### src/rtl/risc16_mem_responder.sv
// Data-side responder for the risc16 core: SRAM accesses take WAIT_STATES+1 halted cycles plus one DONE cycle.
// I/O at IO_ADDR is zero-wait. The core is stalled through combinational cpu_halt, and it has no other backpressure.
module risc16_mem_responder #(
  parameter int          WAIT_STATES = 2,
  parameter logic [15:0] IO_ADDR     = 16'hFFFF
) (
  input  logic        clk,
  input  logic        rst,
  input  logic        cpu_req,
  input  logic [15:0] cpu_addr,
  input  logic [15:0] cpu_wdata,
  input  logic        cpu_rw,
  output logic        cpu_halt,
  output logic [15:0] cpu_rdata,
  output logic [15:0] sram_addr,
  output logic [15:0] sram_wdata,
  input  logic [15:0] sram_rdata,
  output logic        sram_ce_n,
  output logic        sram_oe_n,
  output logic        sram_we_n,
  input  logic [15:0] io_in,
  output logic [15:0] io_out
);

  typedef enum logic [1:0] {IDLE, ACCESS, DONE} state_t;

  localparam logic [3:0] CNT_INIT = 4'(WAIT_STATES - 1);

  state_t     state;
  state_t     state_nxt;
  logic [3:0] wait_cnt;
  logic       rw_q;
  logic       io_sel;
  logic       sram_go;
  logic       io_go;

  assign io_sel = (cpu_addr == IO_ADDR);

  always_comb begin
    state_nxt = state;
    cpu_halt  = 1'b0;
    sram_go   = 1'b0;
    io_go     = 1'b0;
    case (state)
      IDLE: begin
        if (cpu_req) begin
          if (io_sel) begin
            io_go = 1'b1;
          end else begin
            sram_go   = 1'b1;
            cpu_halt  = 1'b1;
            state_nxt = ACCESS;
          end
        end
      end
      ACCESS: begin
        cpu_halt = 1'b1;
        if (wait_cnt == 4'd0) state_nxt = DONE;
      end
      DONE:    state_nxt = IDLE;
      default: state_nxt = IDLE;
    endcase
    // The core must see no stall while reset is applied, even mid-access.
    if (rst) cpu_halt = 1'b0;
  end

  always_ff @(posedge clk or posedge rst) begin
    if (rst) state <= IDLE;
    else     state <= state_nxt;
  end

  always_ff @(posedge clk or posedge rst) begin
    if (rst) begin
      cpu_rdata  <= 16'h0000;
      sram_addr  <= 16'h0000;
      sram_wdata <= 16'h0000;
      sram_ce_n  <= 1'b1;
      sram_oe_n  <= 1'b1;
      sram_we_n  <= 1'b1;
      io_out     <= 16'h0000;
      wait_cnt   <= 4'd0;
      rw_q       <= 1'b0;
    end else begin
      if (sram_go) begin
        sram_addr  <= cpu_addr;
        sram_wdata <= cpu_wdata;
        rw_q       <= cpu_rw;
        sram_ce_n  <= 1'b0;
        sram_oe_n  <= cpu_rw;
        sram_we_n  <= ~cpu_rw;
        wait_cnt   <= CNT_INIT;
      end else if (state == ACCESS) begin
        if (wait_cnt == 4'd0) begin
          if (!rw_q) cpu_rdata <= sram_rdata;
          sram_ce_n <= 1'b1;
          sram_oe_n <= 1'b1;
          sram_we_n <= 1'b1;
        end else begin
          wait_cnt <= wait_cnt - 4'd1;
        end
      end
      if (io_go) begin
        if (cpu_rw) io_out    <= cpu_wdata;
        else        cpu_rdata <= io_in;
      end
    end
  end

endmodule

### config.mk
export PLATFORM = sky130hd
export DESIGN_NAME = risc16_mem_responder
export DESIGN_NICKNAME = d
export VERILOG_FILES = /design/src/rtl/risc16_mem_responder.sv
export SDC_FILE = /design/constraint.sdc
export NUM_CORES = 1
export LEC_CHECK = 0
export CORE_ASPECT_RATIO = 0.9
export CORE_MARGIN = 2
export CORE_UTILIZATION = 38
export DETAILED_ROUTE_END_ITERATION = 12
export GPL_TIMING_DRIVEN = 0
export PLACE_DENSITY = 0.76
export SLEW_MARGIN = 20
export SYNTH_ARGS = -nofsm -noshare
export SYNTH_HDL_FRONTEND = slang
export SYNTH_SLANG_ARGS = --single-unit
### constraint.sdc
create_clock -name clk -period 2.9 [get_ports clk]
set_input_delay 0.87 -clock clk [delete_from_list [all_inputs] [get_ports clk]]
set_output_delay 0.87 -clock clk [all_outputs]
set_load 0.02 [all_outputs]
==> results of run 1 <==
==> flip-flops by register name (all words and copies together) (netlist names) <==
name and flops:
state 2, sram_ce_n 1, io_out 16, sram_oe_n 1
sram_addr 16, wait_cnt 4, sram_wdata 16, rw_q 1
sram_we_n 1, cpu_rdata 16
==> per-layer routing <==
metal	routed length, um	global-route usage [%]
met1	3180	20.7
met4	130	5.94
met3	569	5.34
met2	3810	29.8
met5	0	0
==> power by group through the flow <==
| stage | logic, mW | clock network (mW) | registers, mW |
|---|---|---|---|
| floorplan | 0.901 | 0 | 2.13 |
| detailed placement | 2.37 | 0 | 1.69 |
| CTS | 2.42 | 0.990 | 1.68 |
| global placement | 2.33 | 0 | 1.67 |
| global route | 2.53 | 1.04 | 1.73 |
| finish | 2.39 | 0.967 | 1.68 |
==> final timing paths <==
kind	start	end	slack, ns	cells past startpoint
max in group asynchronous	rst	sram_oe_n	1.29	3
min	sram_ce_n	sram_ce_n	0.50	2
max reg2reg	wait_cnt[0]	cpu_rdata[5]	0.51	8
min in group asynchronous	rst	cpu_rdata[14]	0.98	2
max	cpu_addr[1]	cpu_halt	0.09	6
min reg2reg	sram_ce_n	sram_ce_n	0.50	2
==> area by class of cell <==
| class | instances | area (sq um) |
|---|---|---|
| Buffer | 7 | 50.0 |
| Clock buffer | 10 | 138 |
| Clock inverter | 5 | 103 |
| Fill cell | 645 | 3130 |
| Inverter | 5 | 21.3 |
| Multi-Input combinational cell | 117 | 1260 |
| Sequential cell | 74 | 1860 |
| Tap cell | 99 | 124 |
| Timing Repair Buffer | 144 | 1390 |
==> logic make-up (layout without fill, tap and decap cells) <==
| family | Yosys count | after routing | synth area share, % |
|---|---|---|---|
| multiplexers | 83 | 83 | 31.9 |
| AND/OR/NAND/NOR | 26 | 26 | 4.64 |
| flip-flops | 74 | 74 | 58.8 |
| buffers and inverters | 14 | 171 | 2.42 |
| XOR/XNOR | 3 | 3 | 0.832 |
| AO/OA/AOI/OAI | 3 | 3 | 0.674 |
| adder cells (fa/ha/maj) | 2 | 2 | 0.792 |
==> synth_stat cells (2+ instances only) <==
cell type,count,area share [%]
sky130_fd_sc_hd__xor2_1,2,0.55
sky130_fd_sc_hd__mux2i_1,2,0.63
sky130_fd_sc_hd__nand3_1,4,0.63
sky130_fd_sc_hd__ha_1,2,0.79
sky130_fd_sc_hd__mux2_4,20,9.5
sky130_fd_sc_hd__inv_1,5,0.59
sky130_fd_sc_hd__nor2b_1,2,0.40
sky130_fd_sc_hd__nor2_1,7,0.83
sky130_fd_sc_hd__dfrtp_1,71,56
sky130_fd_sc_hd__dfstp_2,3,2.5
sky130_fd_sc_hd__nand4_1,4,0.79
sky130_fd_sc_hd__clkbuf_1,6,0.71
sky130_fd_sc_hd__nand2b_1,2,0.40
sky130_fd_sc_hd__mux2_2,61,22
==> per-stage QoR <==
stage          setup WS, ns  hold slack, ns  instances
2_1_floorplan        0.0693           0.474        205
3_3_place_gp          -1.23           0.480        439
3_5_place_dp          -1.22           0.482        440
4_1_cts             -0.0118           0.494        460
5_1_grt              0.0485           0.514        461
6_report             0.0860           0.495        461
==> worst min-delay path, stage by stage, from the launching register on <==
cell and delay, ns:
sky130_fd_sc_hd__dfstp_2 0.38, sky130_fd_sc_hd__inv_1 0.04, sky130_fd_sc_hd__o22ai_1 0.07
==> what timing repair did <==
item                                    4_1_cts  5_1_grt
pin swaps                                     6        3
hold endpoints to repair                      0        0
endpoints found under the setup margin       21        1
setup buffers                                 6        2
gates resized for setup                      83        0
cloned                                        0        0
==> impl_metrics.env, run 1 <==
export IMPL_tritoncts_num_buffers=9
export IMPL_final_nets=428
export IMPL_timing_critical_path_max_delay_family="simple AND/OR/NAND/NOR gates"
export IMPL_layout_core_utilization_pct=61.2
export IMPL_timing_setup_tns_ns=0
export IMPL_synth_ff_type="sky130_fd_sc_hd__dfrtp_1"
export IMPL_ant_nets=0
export IMPL_most_frequent_standard_cell_in_the_layout_excluding_fill_and_tap_cells="sky130_fd_sc_hd__clkdlybuf4s50_1"
export IMPL_dp_hpwl_mm=5.52
export IMPL_syn_inst=205
export IMPL_num_rows=31
export IMPL_end_kind="primary output"
export IMPL_timing_slew_headroom_pct=47.1
export IMPL_max_slew_worst_pin_slew_ns=0.793
export IMPL_drcViolationCount=0
export IMPL_data_required_time_of_the_critical_path_ns=2.03
export IMPL_wirelength_mm=7.68
export IMPL_distinct_cell_type_count_after_synthesis=28
export IMPL_gp_congestion=0.790
export IMPL_pwr_share_comb_pct=47.5
export IMPL_total_power_mw=5.04
export IMPL_power_frac_clock_pct=19.2
export IMPL_grt_max_degree=43
export IMPL_die_area_sq_um=9060
export IMPL_clk_root_buffer_cell="sky130_fd_sc_hd__clkbuf_8"
export IMPL_synth_yosys_seq_area_share_pct=58.8
export IMPL_crit_chain="buf_2 -> nand4_1 -> nor4_4 -> nor2b_4 -> o21a_1 -> buf_6"
export IMPL_status="complete, no violations"
export IMPL_yosys_warnings=0
export IMPL_rsz0062_at_grt="false"
export IMPL_layout_cell_share_with_drive_strength_beyond_1_pct=37.0
export IMPL_global_route_overflow_total=0
export IMPL_gr_usage_all_layers_pct=17.4
export IMPL_timing_max_transition_violations_final=0
export IMPL_postSynthAreaPerCell_sq_um=15.4
export IMPL_critical_path_slowest_cell="sky130_fd_sc_hd__nor4_4"
export IMPL_power_switching_mw=1.63
export IMPL_cts_tree="yes"
export IMPL_final_min_period_over_clock_period_pct=97.0
export IMPL_grt_pass1_wl_mm=12.2
export IMPL_initial_utilization_pct=39.1
export IMPL_cts_hold_repair_buffers=0
export IMPL_setup_viol=0
export IMPL_power_leakage_nw=2.22
export IMPL_cp_start_kind="input pin"
export IMPL_min_cycle_time_layout_ns=2.81
export IMPL_die_h_um=90.5
export IMPL_routedWlPerCell_um=16.7
export IMPL_diode_insertion_count_for_antenna_repair=0
export IMPL_grt_antenna_before_repair=0
export IMPL_h_tree_depth=3
export IMPL_internal_portion_of_total_power_mw=3.41
export IMPL_power_per_cell_area_nw_per_um2=1020
export IMPL_clk_latency_ns=0.34
export IMPL_first_global_vias=2433
export IMPL_timing_critical_path_arrival_ns=1.94
export IMPL_max_clock_path_buffers=2
export IMPL_fmax_mhz=355
export IMPL_mostFrequentLayoutCells="sky130_fd_sc_hd__clkdlybuf4s50_1 (117), sky130_fd_sc_hd__dfrtp_1 (71), sky130_fd_sc_hd__mux2_2 (61), sky130_fd_sc_hd__mux2_4 (20)"
export IMPL_seq_pwr_share_pct=33.3
export IMPL_asyncSetResetFlopFracSynth_pct=100
export IMPL_numPortBuffers=135
export IMPL_ys_ff_latch=74
export IMPL_drt_iter0_drc=42
export IMPL_placed_cell_area_sq_um=4660
export IMPL_max_cap_violations=0
export IMPL_clkTransAtPathRegs_ns=0.07
export IMPL_core_area_sq_um=8070
export IMPL_power_switching_share_pct=32.3
export IMPL_via_count=2205
export IMPL_worst_hold_path_type="reg2reg"
export IMPL_cp_num_buf_inv=2
export IMPL_syn_num_nets=275
export IMPL_vias_per_cell=4.78
export IMPL_finalHoldViolations=0
export IMPL_sinks_on_the_clock_net=74
export IMPL_detailedRoute_firstPassIterationCount=4
export IMPL_post_synth_edffs=0
export IMPL_crit_path_max_fanout=3
export IMPL_critical_path_class="in2out"
export IMPL_fp_dieW_um=100
export IMPL_finalInstanceArea_sq_um=4940
export IMPL_post_synth_instance_area_sq_um=3160
export IMPL_critical_path_max_stage_delay_ns=0.40
export IMPL_worst_clock_skew_ns=0.00864
export IMPL_ir_worst_vdd_mv=0.513
export IMPL_boundaryPins=136
export IMPL_layout_area_overhead_vs_synth_pct=56.4
No activity file was read; power rests on OpenSTA's default activity.
==> run 2, diff against run 1 <==
CTS_CLUSTER_DIAMETER = 50   (was unset)
PLACE_DENSITY = unset   (was 0.76)
PLACE_DENSITY_LB_ADDON = 0.25   (was unset)
clock period = 2.4 ns   (was 2.9 ns; I/O delays follow)
==> run 2 against run 1 <==
  * The run now ends with setup timing left
  * Via count grew 1.7%
  * Combinational power is 23% higher
  * Clock power rose by 12%
  * Design area is 2.1% higher
  * Sequential cell count is the same
  * Sequential share of layout area shrank 0.78 points
  * Routed wire length shrank 0.40%
  * Largest cell class unchanged
  * Largest power group unchanged
==> impl_metrics.env, run 2 (synthesized netlist as in run 1, its figures left out) <==
export IMPL_timing_critical_path_arrival_ns=1.77
export IMPL_final_nets=435
export IMPL_dp_slack_ns=-1.44
export IMPL_worst_r2r_endpoint="cpu_rdata[12]"
export IMPL_power_switching_share_pct=33.0
export IMPL_ir_worst_vdd_mv=0.671
export IMPL_finalInstanceArea_sq_um=5040
export IMPL_h_tree_depth=3
export IMPL_critical_path_slowest_cell="sky130_fd_sc_hd__nor4_4"
export IMPL_seq_pwr_share_pct=33.5
export IMPL_status="complete, but fails checks"
export IMPL_drcViolationCount=0
export IMPL_critical_path_class="in2out"
export IMPL_global_route_overflow_total=0
export IMPL_num_rows=31
export IMPL_timing_slew_headroom_pct=60.6
export IMPL_cp_start_kind="input pin"
export IMPL_power_frac_clock_pct=17.8
export IMPL_fillerInstances=663
export IMPL_path_depth=6
export IMPL_power_leakage_nw=2.27
export IMPL_cts_tree="yes"
export IMPL_layout_area_overhead_vs_synth_pct=59.7
export IMPL_clk_root_buffer_cell="sky130_fd_sc_hd__clkbuf_8"
export IMPL_sinks_on_the_clock_net=74
export IMPL_power_per_cell_area_nw_per_um2=1200
export IMPL_total_power_mw=6.06
export IMPL_diode_insertion_count_for_antenna_repair=0
export IMPL_grt_pass1_wl_mm=12.1
export IMPL_first_global_vias=2387
export IMPL_vias_per_cell=4.78
export IMPL_numPortBuffers=135
export IMPL_max_cap_violations=0
export IMPL_critical_path_max_stage_delay_ns=0.40
export IMPL_ant_nets=0
export IMPL_seq_area_sq_um=1860
export IMPL_drt_iter0_drc=25
export IMPL_data_required_time_of_the_critical_path_ns=1.68
export IMPL_most_frequent_standard_cell_in_the_layout_excluding_fill_and_tap_cells="sky130_fd_sc_hd__clkdlybuf4s50_1"
export IMPL_layout_cell_share_with_drive_strength_beyond_1_pct=39.2
export IMPL_final_min_period_over_clock_period_pct=104
export IMPL_fp_dieW_um=100
export IMPL_worst_hold_path_type="reg2reg"
export IMPL_finalHoldViolations=0
export IMPL_min_delay_worst_endpoint="sram_ce_n"
export IMPL_end_kind="primary output"
export IMPL_die_h_um=90.5
export IMPL_timing_critical_path_max_delay_family="simple AND/OR/NAND/NOR gates"
export IMPL_via_count=2243
export IMPL_dp_hpwl_mm=5.49
export IMPL_r2r_setup_slack_ns=0.03
export IMPL_grt_antenna_before_repair=0
export IMPL_placed_cell_area_sq_um=4680
export IMPL_rsz0062_at_grt="true"
export IMPL_max_slew_worst_pin_slew_ns=0.591
export IMPL_hold_path_cell_count=2
export IMPL_gr_usage_all_layers_pct=17.2
export IMPL_detailedRoute_firstPassIterationCount=4
export IMPL_pwr_share_comb_pct=48.7
export IMPL_routedWlPerCell_um=16.3
export IMPL_critical_path_top_cell_by_count="sky130_fd_sc_hd__buf_6"
export IMPL_wirelength_mm=7.65
export IMPL_clk_latency_ns=0.35
export IMPL_die_area_sq_um=9060
export IMPL_min_from="sram_ce_n"
export IMPL_crit_chain="buf_6 -> nand4_1 -> nor4_4 -> nor2b_4 -> o21a_1 -> buf_6"
export IMPL_timing_max_transition_violations_final=0
export IMPL_multi_input_area_sq_um=1260
export IMPL_fmax_mhz=401
export IMPL_initial_utilization_pct=39.1
export IMPL_r2r_start="wait_cnt[0]"
export IMPL_max_clock_path_buffers=2
export IMPL_worst_clock_skew_ns=0.0152
export IMPL_grt_max_degree=34
export IMPL_gp_congestion=0.733
export IMPL_core_area_sq_um=8070
export IMPL_min_cycle_time_layout_ns=2.49
export IMPL_power_switching_mw=2.00
export IMPL_mostFrequentLayoutCells="sky130_fd_sc_hd__clkdlybuf4s50_1 (117), sky130_fd_sc_hd__dfrtp_1 (71), sky130_fd_sc_hd__mux2_2 (61), sky130_fd_sc_hd__mux2_4 (20)"
export IMPL_internal_portion_of_total_power_mw=4.06
export IMPL_setup_viol=1
export IMPL_reg2regPathDepth=8
export IMPL_hold_slack_ns=0.509
export IMPL_violations_in_the_final_reports="setup timing"
export IMPL_clkTransAtPathRegs_ns=0.08
export IMPL_boundaryPins=136
export IMPL_final_critical_path_setup_slack_ns=-0.0914
export IMPL_cp_num_buf_inv=2
export IMPL_tritoncts_num_buffers=9
export IMPL_crit_path_max_fanout=3
[run 2: cell count changes in the layout (fill, tap and decap cells not counted), sizes merged]
cell | before | now
bufinv | 3 | 2
buf | 29 | 36
inv | 5 | 4
clkinv | 1 | 4
[run 2: how the worst max path moves through the flow]
stage | end | from | slack (ns)
2_1_floorplan | cpu_halt | cpu_addr[9] | -0.13
3_3_place_gp | cpu_halt | cpu_addr[9] | -1.42
3_5_place_dp | cpu_halt | cpu_addr[9] | -1.44
4_1_cts | cpu_halt | cpu_addr[5] | -0.21
5_1_grt | cpu_halt | cpu_addr[9] | -0.13
6_report | cpu_halt | cpu_addr[9] | -0.09
[run 2: metrics by stage]
stage	TNS (ns)	instances	utilization, %
detailed placement	-42.25	441	58.1
floorplan	-0.131	205	-
global route	-0.194	469	62.5
global placement	-50.66	439	57.6
CTS	-0.207	461	61.3
finish	-0.0914	469	62.5
[run 2: worst register-to-register path: stages, from the launching register on]
cell and delay (ns):
sky130_fd_sc_hd__dfrtp_1 0.42, sky130_fd_sc_hd__inv_2 0.07, sky130_fd_sc_hd__ha_1 0.12, sky130_fd_sc_hd__or3b_4 0.40, sky130_fd_sc_hd__or3_1 0.39, sky130_fd_sc_hd__buf_6 0.15, sky130_fd_sc_hd__clkbuf_16 0.16, sky130_fd_sc_hd__mux2_4 0.29
sky130_fd_sc_hd__mux2_4 0.25
[run 2: power by group through the flow]
stage	logic (mW)	registers, mW	clock network (mW)
final	2.95	2.03	1.08
after global routing	3.14	2.10	1.17
after CTS	2.92	2.04	1.11
after detailed placement	2.86	2.05	0
after global placement	2.82	2.02	0
after floorplan	1.09	2.58	0
[run 2: area by class of cell]
class                      instances  area share (%)
buffer                             7            1.09
sequential                        74            36.8
tap                               99            2.46
multi-input combinational        117            25.0
timing repair buffer             151            29.9
clock inverter                     6            1.81
clock buffer                      10            2.53
inverter                           5           0.446
[run 2: what timing repair did]
action / in CTS / in global routing
gates cloned: 0 / 1
hold endpoints to repair: 0 / 0
endpoints found under the setup margin: 53 / 21
buffers inserted: 5 / 8
pin swaps: 6 / 4
gates resized for setup: 85 / 11
hold buffers: 0 / 0
[run 2: metal layers]
| layer | share of wire (%) | vias up | global-route usage [%] |
|---|---|---|---|
| met1 | 41 | 1114 | 21.2 |
| met4 | 1.4 | 0 | 4.57 |
| met3 | 7.6 | 8 | 7.04 |
| li1 | - | 1046 | - |
| met2 | 50 | 75 | 28.0 |
| met5 | 0 | - | 0 |
